==> src/rtl/pc_gen_btb.sv <==
// Fetch PC generator with optional branch target buffer and 2-bit predictor.
// Define PCGEN_BTB_EN to build the BTB; otherwise fetch is static not-taken.
module pc_gen_btb #(
  parameter int                    DATA_WIDTH  = 32,
  parameter int                    BTB_ENTRIES = 16,
  parameter logic [DATA_WIDTH-1:0] RESET_PC    = '0
) (
  input  logic                  clk,
  input  logic                  rst,
  input  logic                  en,
  input  logic                  branch_validE,
  input  logic                  branch_takenE,
  input  logic                  jalrinsE,
  input  logic [DATA_WIDTH-1:0] pcE,
  input  logic [DATA_WIDTH-1:0] pc_targetE,
  input  logic [DATA_WIDTH-1:0] alu_outE,
  input  logic                  pred_takenE,
  input  logic [DATA_WIDTH-1:0] pred_targetE,
  output logic [DATA_WIDTH-1:0] pcF,
  output logic [DATA_WIDTH-1:0] pc_plus4F,
  output logic                  pred_takenF,
  output logic [DATA_WIDTH-1:0] pred_targetF,
  output logic                  mispredictE
);

  logic [DATA_WIDTH-1:0] actual_target;
  logic [DATA_WIDTH-1:0] pc_next;
  logic                  unused_alu_lsb;

  assign pc_plus4F      = pcF + DATA_WIDTH'(4);
  assign actual_target  = jalrinsE ? {alu_outE[DATA_WIDTH-1:1], 1'b0} : pc_targetE;
  assign unused_alu_lsb = alu_outE[0];

  // A wrong target on a correctly-predicted taken branch is still a redirect.
  assign mispredictE = branch_validE &
                       ((branch_takenE != pred_takenE) |
                        (branch_takenE & (pred_targetE != actual_target)));

  // Redirect outranks the stall so a flush is never lost while fetch is held.
  always_comb begin
    if (mispredictE)      pc_next = branch_takenE ? actual_target : pcE + DATA_WIDTH'(4);
    else if (!en)         pc_next = pcF;
    else if (pred_takenF) pc_next = pred_targetF;
    else                  pc_next = pc_plus4F;
  end

  always_ff @(posedge clk) begin
    if (rst) pcF <= RESET_PC;
    else     pcF <= pc_next;
  end

`ifdef PCGEN_BTB_EN
  localparam int IW = $clog2(BTB_ENTRIES);
  localparam int TW = DATA_WIDTH - IW - 2;

  typedef struct packed {
    logic                  valid;
    logic [TW-1:0]         tag;
    logic [DATA_WIDTH-1:0] target;
    logic [1:0]            ctr;
  } btb_entry_t;

  btb_entry_t    btb [BTB_ENTRIES];
  btb_entry_t    f_ent, e_ent;
  logic [IW-1:0] f_idx, e_idx;
  logic [TW-1:0] f_tag, e_tag;
  logic          e_hit;

  assign f_idx = pcF[IW+1:2];
  assign f_tag = pcF[DATA_WIDTH-1:IW+2];
  assign e_idx = pcE[IW+1:2];
  assign e_tag = pcE[DATA_WIDTH-1:IW+2];
  assign f_ent = btb[f_idx];
  assign e_ent = btb[e_idx];
  assign e_hit = e_ent.valid && (e_ent.tag == e_tag);

  // Lookup reads the array before this edge's update lands.
  assign pred_takenF  = f_ent.valid && (f_ent.tag == f_tag) && f_ent.ctr[1];
  assign pred_targetF = pred_takenF ? f_ent.target : '0;

  always_ff @(posedge clk) begin
    if (rst) begin
      for (int i = 0; i < BTB_ENTRIES; i++)
        btb[i] <= '{valid: 1'b0, tag: '0, target: '0, ctr: 2'd1};
    end else if (branch_validE) begin
      if (e_hit) begin
        if (branch_takenE) begin
          btb[e_idx].target <= actual_target;
          if (e_ent.ctr != 2'd3) btb[e_idx].ctr <= e_ent.ctr + 2'd1;
        end else if (e_ent.ctr != 2'd0) begin
          btb[e_idx].ctr <= e_ent.ctr - 2'd1;
        end
      end else if (branch_takenE) begin
        // Direct-mapped: a taken miss evicts whatever aliases to this slot.
        btb[e_idx] <= '{valid: 1'b1, tag: e_tag, target: actual_target, ctr: 2'd2};
      end
    end
  end
`else
  assign pred_takenF  = 1'b0;
  assign pred_targetF = '0;
`endif

endmodule

==> config.mk <==
export PLATFORM = sky130hd
export DESIGN_NAME = pc_gen_btb
export DESIGN_NICKNAME = d
export VERILOG_FILES = /design/src/rtl/pc_gen_btb.sv
export SDC_FILE = /design/constraint.sdc
export NUM_CORES = 1
export LEC_CHECK = 0
export ABC_AREA = 0
export CAP_MARGIN = 20
export CORE_ASPECT_RATIO = 2
export CORE_MARGIN = 2
export CORE_UTILIZATION = 36
export DETAILED_ROUTE_END_ITERATION = 10
export GPL_ROUTABILITY_DRIVEN = 0
export PLACE_DENSITY = 0.79
export SLEW_MARGIN = 10
export SYNTH_ARGS = -nofsm -noshare
export SYNTH_HDL_FRONTEND = slang
export SYNTH_SLANG_ARGS = --single-unit
==> constraint.sdc <==
create_clock -name clk -period 2.4 [get_ports clk]
set_clock_uncertainty 0.15 [all_clocks]
set_input_delay 0.24 -clock clk [delete_from_list [all_inputs] [get_ports clk]]
set_output_delay 0.24 -clock clk [all_outputs]
set_load 0.05 [all_outputs]
==> impl_results.md, run 1 <==
- Yosys top cell area share: 16.51%
- Startpoint class of the critical path: primary input
- Worst-skew pair later-pin latency: 0.28 ns
- Final setup fails: 29
- Yosys reg bits: 32
- Status: finished, violations left
- Crit-path max cell delay: 0.43 ns
- First-iteration detailed-routing DRC count: 315
- Seq/Total Area, Yosys: 15.68%
- Initial antenna violation count: 1
- Worst Setup SP: pc_targetE[18]
- Largest register by flop count: pcF
- Max Slew Vio Count: 0
- Post-DRT Antenna Nets: 0
- HPWL Detailed: 13.84 mm
- Critical Path AT: 2.10 ns
- RSZ-0062 raised after global routing: yes
- # IOs: 233
- Core Box Area: 11220 µm²
- Cell taking the most area after synthesis: xnor2_1
- Setup crit end: mispredictE
- H-tree depth: 2
- Final hold violation count: 0
- Width of the chip: 79.33 µm
- CTS Root Cell: clkbuf_16
- R2r startpoint: pcF[2]
- Inserted Clock Buffers: 5
- R2R depth: 8
- Worst path cell trace: clkdlybuf4s50_1 -> mux2i_2 -> xnor2_1 -> nor4_2 -> nand2_1 -> o31ai_4 -> inv_4 -> buf_8
- Failing checks: setup timing
- Largest register FFs: 32
- TritonCTS Sinks: 32
- Layout cells sized above 1: 32.06%
- Synth Warn #: 0
- Regs by FF count: pcF: 32 flops
- Hold buffers post-CTS: 0
- Fmax: 401.2 MHz
- Tot GR Track Use: 27.97%
- Max VDD drop: 0.0003772 V
- Mean Syn Cell Area: 7.636 µm²
- Via count: 5224
- Main area contributors after synthesis: xnor2_1 17%, dfxtp_1 16%, mux2i_1 13%, xor2_1 8.4%, buf_4 6.6%
- Worst Tran Pin Value: 0.5705 ns
- WS Path Type: primary input to output port
- Max-slew headroom: 61.85%
- Starting Density: 36.42%
- Drt pass-1 iters: 6
- IO buf count: 198
- R2r endpoint: pcF[31]
- Rows: 55
- Crit path time final: 2.492 ns
- Overflow after GRT: 0
- CP Data Required Time: 2.01 ns
- First-pass GRT wire length: 26.71 mm
- Final worst slack: -0.09236 ns
- Routed Wire Length: 17.92 mm
- Area delta synth->final: 100.0%
- Post-Route Setup TNS: -0.9990 ns
- Die area: 12270 µm²
- Critical path's slowest cell: clkdlybuf4s50_1
- Dpl ws: -0.7456 ns
- Vias per cell: 5.320
- Remaining DRCs: 0
- Worst Hold Class: register to register
- Cell Area, Synth: 4085 µm²
- Worst-path clk slew: 0.05 ns
- CTS tree: built
- Worst-path maximum fanout: 2
- CTS Buffer Depth: 2
- Max Cap Violations: 0
- Crit end category: output port
- Nets@finish: 975
- Vias in the first global route: 5420
- Yosys cell types: 35
- R2R Setup Slk: 0 ns
- Leak Pwr: 3.440 nW
- Tcrit/Tclk final: 103.8%
- Power Density: 373.1 nW/µm²
- Routed len/inst: 18.24 µm
- Die Ht: 154.7 µm
- Cells after Synth: 535
- Largest net degree at the start of global routing: 64
per-stage QoR:
| step | utilization [%] | cells | cell area, µm² | hold WS, ns | power [W] |
|---|---|---|---|---|---|
| floorplan | - | 567 | 4584 | 0.2940 | 0.001561 |
| global placement | 64.90 | 937 | 7279 | 0.3375 | 0.002225 |
| detailed placement | 64.90 | 937 | 7279 | 0.3542 | 0.002253 |
| CTS | 70.75 | 975 | 7936 | 0.3606 | 0.002979 |
| global route | 72.85 | 982 | 8172 | 0.3891 | 0.003146 |
| finish | 72.85 | 982 | 8172 | 0.3615 | 0.003049 |
where the power goes:
part / total, W / switching [W] / internal, W
Clock: 0.000634 / 0.000221 / 0.000413
Sequential: 0.000635 / 0.0000554 / 0.000580
Combinational: 0.00178 / 0.000959 / 0.000820
Total: 0.00305 / 0.00124 / 0.00181
how the worst min path moves through the flow:
stage | startpoint | endpoint | depth (start not counted)
after floorplan | pcE[1] | pcF[1] | 2
after global placement | pcF[0] | pcF[0] | 2
after detailed placement | pcF[0] | pcF[0] | 2
after CTS | pcF[0] | pcF[0] | 2
after global routing | pcF[1] | pcF[1] | 2
final | pcF[1] | pcF[1] | 2
critical path: cells and delay by family:
family                 cells  cell delay, ns
buffers and inverters      3            0.67
AND/OR/NAND/NOR            2            0.56
AO/OA/AOI/OAI              1            0.32
multiplexers               1            0.20
XOR/XNOR                   1            0.11
cell usage after synthesis:
master / count
xnor2_1: 77
nand2_1: 58
mux2i_1: 55
xor2_1: 39
buf_4: 36
dfxtp_1: 32
nor2_1: 32
nand4_1: 29
nand3_1: 28
clkbuf_1: 23
nor4_1: 16
o211ai_1: 14
nor3_1: 13
and3_1: 12
a211oi_1: 9
a21oi_1: 9
o21ai_0: 9
inv_1: 6
and4_1: 5
buf_2: 4
mux2_1: 4
mux2_4: 4
and2_1: 3
buf_6: 3
buf_1: 2
ha_1: 2
mux2_2: 2
nor2b_1: 2
and2_0: 1
conb_1: 1
inv_2: 1
o21a_1: 1
o31ai_2: 1
or3_1: 1
or4_1: 1
cell usage in the layout (no fill, tap or decap), drive strengths merged, types with 28 or more instances in the layout:
cell type | synthesis | final
xor2 | 39 | 39
nand2 | 58 | 58
xnor2 | 77 | 77
nand3 | 28 | 28
nand4 | 29 | 29
buf | 45 | 164
mux2i | 55 | 55
clkdlybuf4s50 | 0 | 149
nor2 | 32 | 32
conb | 1 | 33
dfxtp | 32 | 32
timing repair:
item,4_1_cts,5_1_grt
gates cloned,1,0
setup buffers,29,7
endpoints found under the setup margin,47,45
pin swaps,28,20
resized for setup,70,37
area by class of cell:
type / instances / area, µm²
diodes: 1 / 2.502
clock buffers: 8 / 146.4
fillers: 766 / 3045
inverters: 7 / 28.78
multi-input cells: 460 / 3797
flip-flops and latches: 32 / 686.9
well taps: 142 / 177.7
repair buffers: 332 / 3332
per-layer routing:
layer | vias up | part of all wire [%] | wire length (µm) | global-route usage [%]
li1 | 2399 | - | - | -
met1 | 2438 | 31 | 5554 | 24.60
met2 | 302 | 56 | 10050 | 53.71
met3 | 85 | 5.0 | 901 | 3.676
met4 | 0 | 7.8 | 1406 | 22.74
met5 | - | 0 | 0 | 0
cells by family (layout without fill, tap and decap cells):
group	after synthesis	in the layout	share of synthesized area [%]
AND/OR/NAND/NOR	201	201	24.35
buffers and inverters	75	347	10.87
flip-flops	32	32	15.68
XOR/XNOR	116	116	24.87
adder cells (fa/ha/maj)	2	2	0.6125
multiplexers	65	65	16.60
other	1	34	0.09180
AO/OA/AOI/OAI	43	43	6.922
(Power assumes the default switching activity.)
==> run 2: changes to the inputs <==
ABC_AREA = unset   (was 0)
==> results of run 2 <==
The final DEF is identical to that of run 1; final timing and power are the same.
==> run 3: changes to the inputs <==
CORE_UTILIZATION = 38   (was 36)
MAX_ROUTING_LAYER = met4   (was unset)
PLACE_DENSITY = 0.8   (was 0.79)
clock period = 2.9 ns   (was 2.4 ns; I/O delays follow)
==> impl_results.md, run 3 (synthesized netlist as in run 1, its figures left out) <==
- H-tree depth: 2 (unchanged)
- Worst-path clk slew: 0.05 ns (about the same)
- CP Data Required Time: 2.46 ns (was 2.01 ns)
- Commonest non-fill, non-tap cell in the layout: clkdlybuf4s50_1 (unchanged)
- Core Box Area: 10480 µm² (was 11220 µm²)
- Nets@finish: 884 (was 975)
- CTS Buffer Depth: 2 (unchanged)
- Startpoint class of the critical path: primary input (unchanged)
- Inserted Clock Buffers: 5 (unchanged)
- Overflow after GRT: 0 (unchanged)
- Die area: 11650 µm² (was 12270 µm²)
- IO buf count: 198 (unchanged)
- Pwr Total: 0.002254 W (was 0.003049 W)
- Vias in the first global route: 4830 (was 5420)
- Rows: 53 (was 55)
- Crit end category: output port (unchanged)
- Tot GR Track Use: 26.04% (was 27.97%)
- Max Cap Violations: 0 (unchanged)
- Largest register FFs: 32 (unchanged)
- R2r startpoint: pcF[9] (was pcF[2])
- R2R Setup Slk: 0.55 ns (was 0 ns)
- Regs by FF count: pcF: 32 flops (unchanged)
- Final core occ: 64.82% (was 72.85%)
- WS Path Type: primary input to output port (unchanged)
- Via count: 4622 (was 5224)
- Placed cells: 875 (was 937)
- Leak Pwr: 2.728 nW (was 3.440 nW)
- Power Density: 331.9 nW/µm² (was 373.1 nW/µm²)
- Routed len/inst: 16.85 µm (was 18.24 µm)
- Power Internal: 0.001341 W (was 0.001812 W)
- Worst Setup SP: jalrinsE (was pc_targetE[18])
- Routed Wire Length: 14.92 mm (was 17.92 mm)
- Worst-path maximum fanout: 19 (was 2)
- Switching part of the total: 40.51% (was 40.55%)
- Initial antenna violation count: 0 (was 1)
- Fmax: 352.3 MHz
- Remaining DRCs: 0 (unchanged)
- Max-slew headroom: 61.63% (was 61.85%)
- Diode count: 0 (was 1)
- Max VDD drop: 0.0002391 V (was 0.0003772 V)
- Status: finished, final reports clean (was finished, violations left)
- Starting Density: 38.99% (was 36.42%)
- Largest net degree at the start of global routing: 64 (unchanged)
- Crit path time final: 2.839 ns
- RSZ-0062 raised after global routing: yes (unchanged)
- Width of the chip: 77.32 µm (was 79.33 µm)
- R2r endpoint: pcF[31] (unchanged)
- Setup crit end: mispredictE (unchanged)
- First-iteration detailed-routing DRC count: 203 (was 315)
- # IOs: 233 (unchanged)
- Net Switching: 0.0009131 W (was 0.001236 W)
- Drt pass-1 iters: 4 (was 6)
- Layout cells sized above 1: 16.18% (was 32.06%)
- First-pass GRT wire length: 23.34 mm (was 26.71 mm)
- Largest register by flop count: pcF (unchanged)
- CTS tree: built (unchanged)
- Critical Path AT: 2.40 ns (was 2.10 ns)
- Post-DRT Antenna Nets: 0 (unchanged)
- Worst Hold Class: register to register (unchanged)
- Tcrit/Tclk final: 97.89%
- Most frequent cells in the layout: 172 x clkdlybuf4s50_1, 72 x xnor2_1, 58 x nand2_1, 50 x mux2i_1, 49 x buf_4 (was 149 x clkdlybuf4s50_1, 122 x buf_4, 62 x xnor2_1, 57 x nand2_1, 38 x mux2i_1)
- Cell Count, Final, Fillers Out: 885 (was 982)
- FILL cells: 893 (was 766)
- HPWL Detailed: 12.88 mm (was 13.84 mm)
- Logic pwr share: 53.0% (was 58.4%)
- Clock share of power: 22.7% (was 20.8%)
- Seq pwr share: 24.3% (was 20.8%)
- Die Ht: 150.6 µm (was 154.7 µm)
- CTS Root Cell: clkbuf_16 (unchanged)
- Final setup fails: 0 (was 29)
- Final worst slack: 0.06111 ns (was -0.09236 ns)
- Vias per cell: 5.223 (was 5.320)
- R2R depth: 7 (was 8)
- Dpl ws: -0.1982 ns (was -0.7456 ns)
- Area delta synth->final: 66.25% (was 100.0%)
- Max Slew Vio Count: 0 (unchanged)
- Worst Tran Pin Value: 0.5738 ns (was 0.5705 ns)
- Worst-skew pair later-pin latency: 0.27 ns (was 0.28 ns)
- Final hold violation count: 0 (unchanged)
- TritonCTS Sinks: 32 (unchanged)
==> run 3: cell types whose count changed in the layout (fill, tap and decap cells not counted), sizes merged <==
cell,previous run,this run
diode,1,0
clkdlybuf4s50,149,172
clkinv,0,2
clkbuf,8,6
buf,164,69
dlymetal6s2s,6,0
dlygate4sd2,13,0
==> run 3: worst min-delay path by stage <==
| stage | start | to | slack [ns] | cells past startpoint |
|---|---|---|---|---|
| 2_1_floorplan | pcE[1] | pcF[1] | 0.34 | 2 |
| 3_3_place_gp | pcF[0] | pcF[0] | 0.34 | 2 |
| 3_5_place_dp | pcF[0] | pcF[0] | 0.36 | 2 |
| 4_1_cts | pcF[0] | pcF[0] | 0.37 | 2 |
| 5_1_grt | pcF[0] | pcF[0] | 0.39 | 2 |
| 6_report | pcF[0] | pcF[0] | 0.37 | 2 |
==> run 3: layout make-up <==
cell class | count | area [µm²] | share of cell area [%]
Multi-Input combinational cell | 460 | 3343 | 49.23
Inverter | 7 | 26.28 | 0.3869
Timing Repair Buffer | 241 | 2451 | 36.09
Tap cell | 137 | 171.4 | 2.524
Sequential cell | 32 | 650.6 | 9.580
Clock buffer | 6 | 138.9 | 2.045
Clock inverter | 2 | 10.01 | 0.1474
==> run 3: through the flow <==
step | TNS, ns | cell area (µm²) | hold WS [ns]
floorplan | -0.07595 | 4373 | 0.3440
global placement | -3.887 | 6559 | 0.3356
detailed placement | -4.386 | 6559 | 0.3610
CTS | 0 | 6755 | 0.3680
global route | -0.009630 | 6792 | 0.3918
finish | 0 | 6792 | 0.3685
==> run 3: layer usage <==
layer / routed length [µm] / up-vias / global-route usage, %
met3: 700 / 48 / 1.978
met5: 0 / - / -
met1: 4788 / 2113 / 22.94
li1: - / 2217 / -
met4: 680 / 0 / 14.02
met2: 8745 / 244 / 53.00
==> run 3: repair_timing <==
action | CTS | global route
setup endpoints to repair | 1 | 4
endpoints found under the hold margin | 0 | 0
hold buffers | 0 | 0
pin swaps | 0 | 0
buffers inserted | 1 | 1
resized for setup | 8 | 8
==> run 3: power groups by stage <==
| stage | Sequential (W) | Combinational [W] | Clock [W] |
|---|---|---|---|
| 2_1_floorplan | 0.000660 | 0.000607 | 0 |
| 3_3_place_gp | 0.000551 | 0.00117 | 0 |
| 3_5_place_dp | 0.000555 | 0.00118 | 0 |
| 4_1_cts | 0.000546 | 0.00120 | 0.000521 |
| 5_1_grt | 0.000554 | 0.00125 | 0.000539 |
| 6_report | 0.000548 | 0.00120 | 0.000511 |
==> run 3: worst max-delay path, stage by stage <==
cell and delay, ns:
buf_2 0.10, buf_12 0.18, buf_6 0.21, mux2i_1 0.30, xnor2_1 0.11, nor4_2 0.34
nand4_1 0.24, o31ai_4 0.32, inv_2 0.09, buf_4 0.20
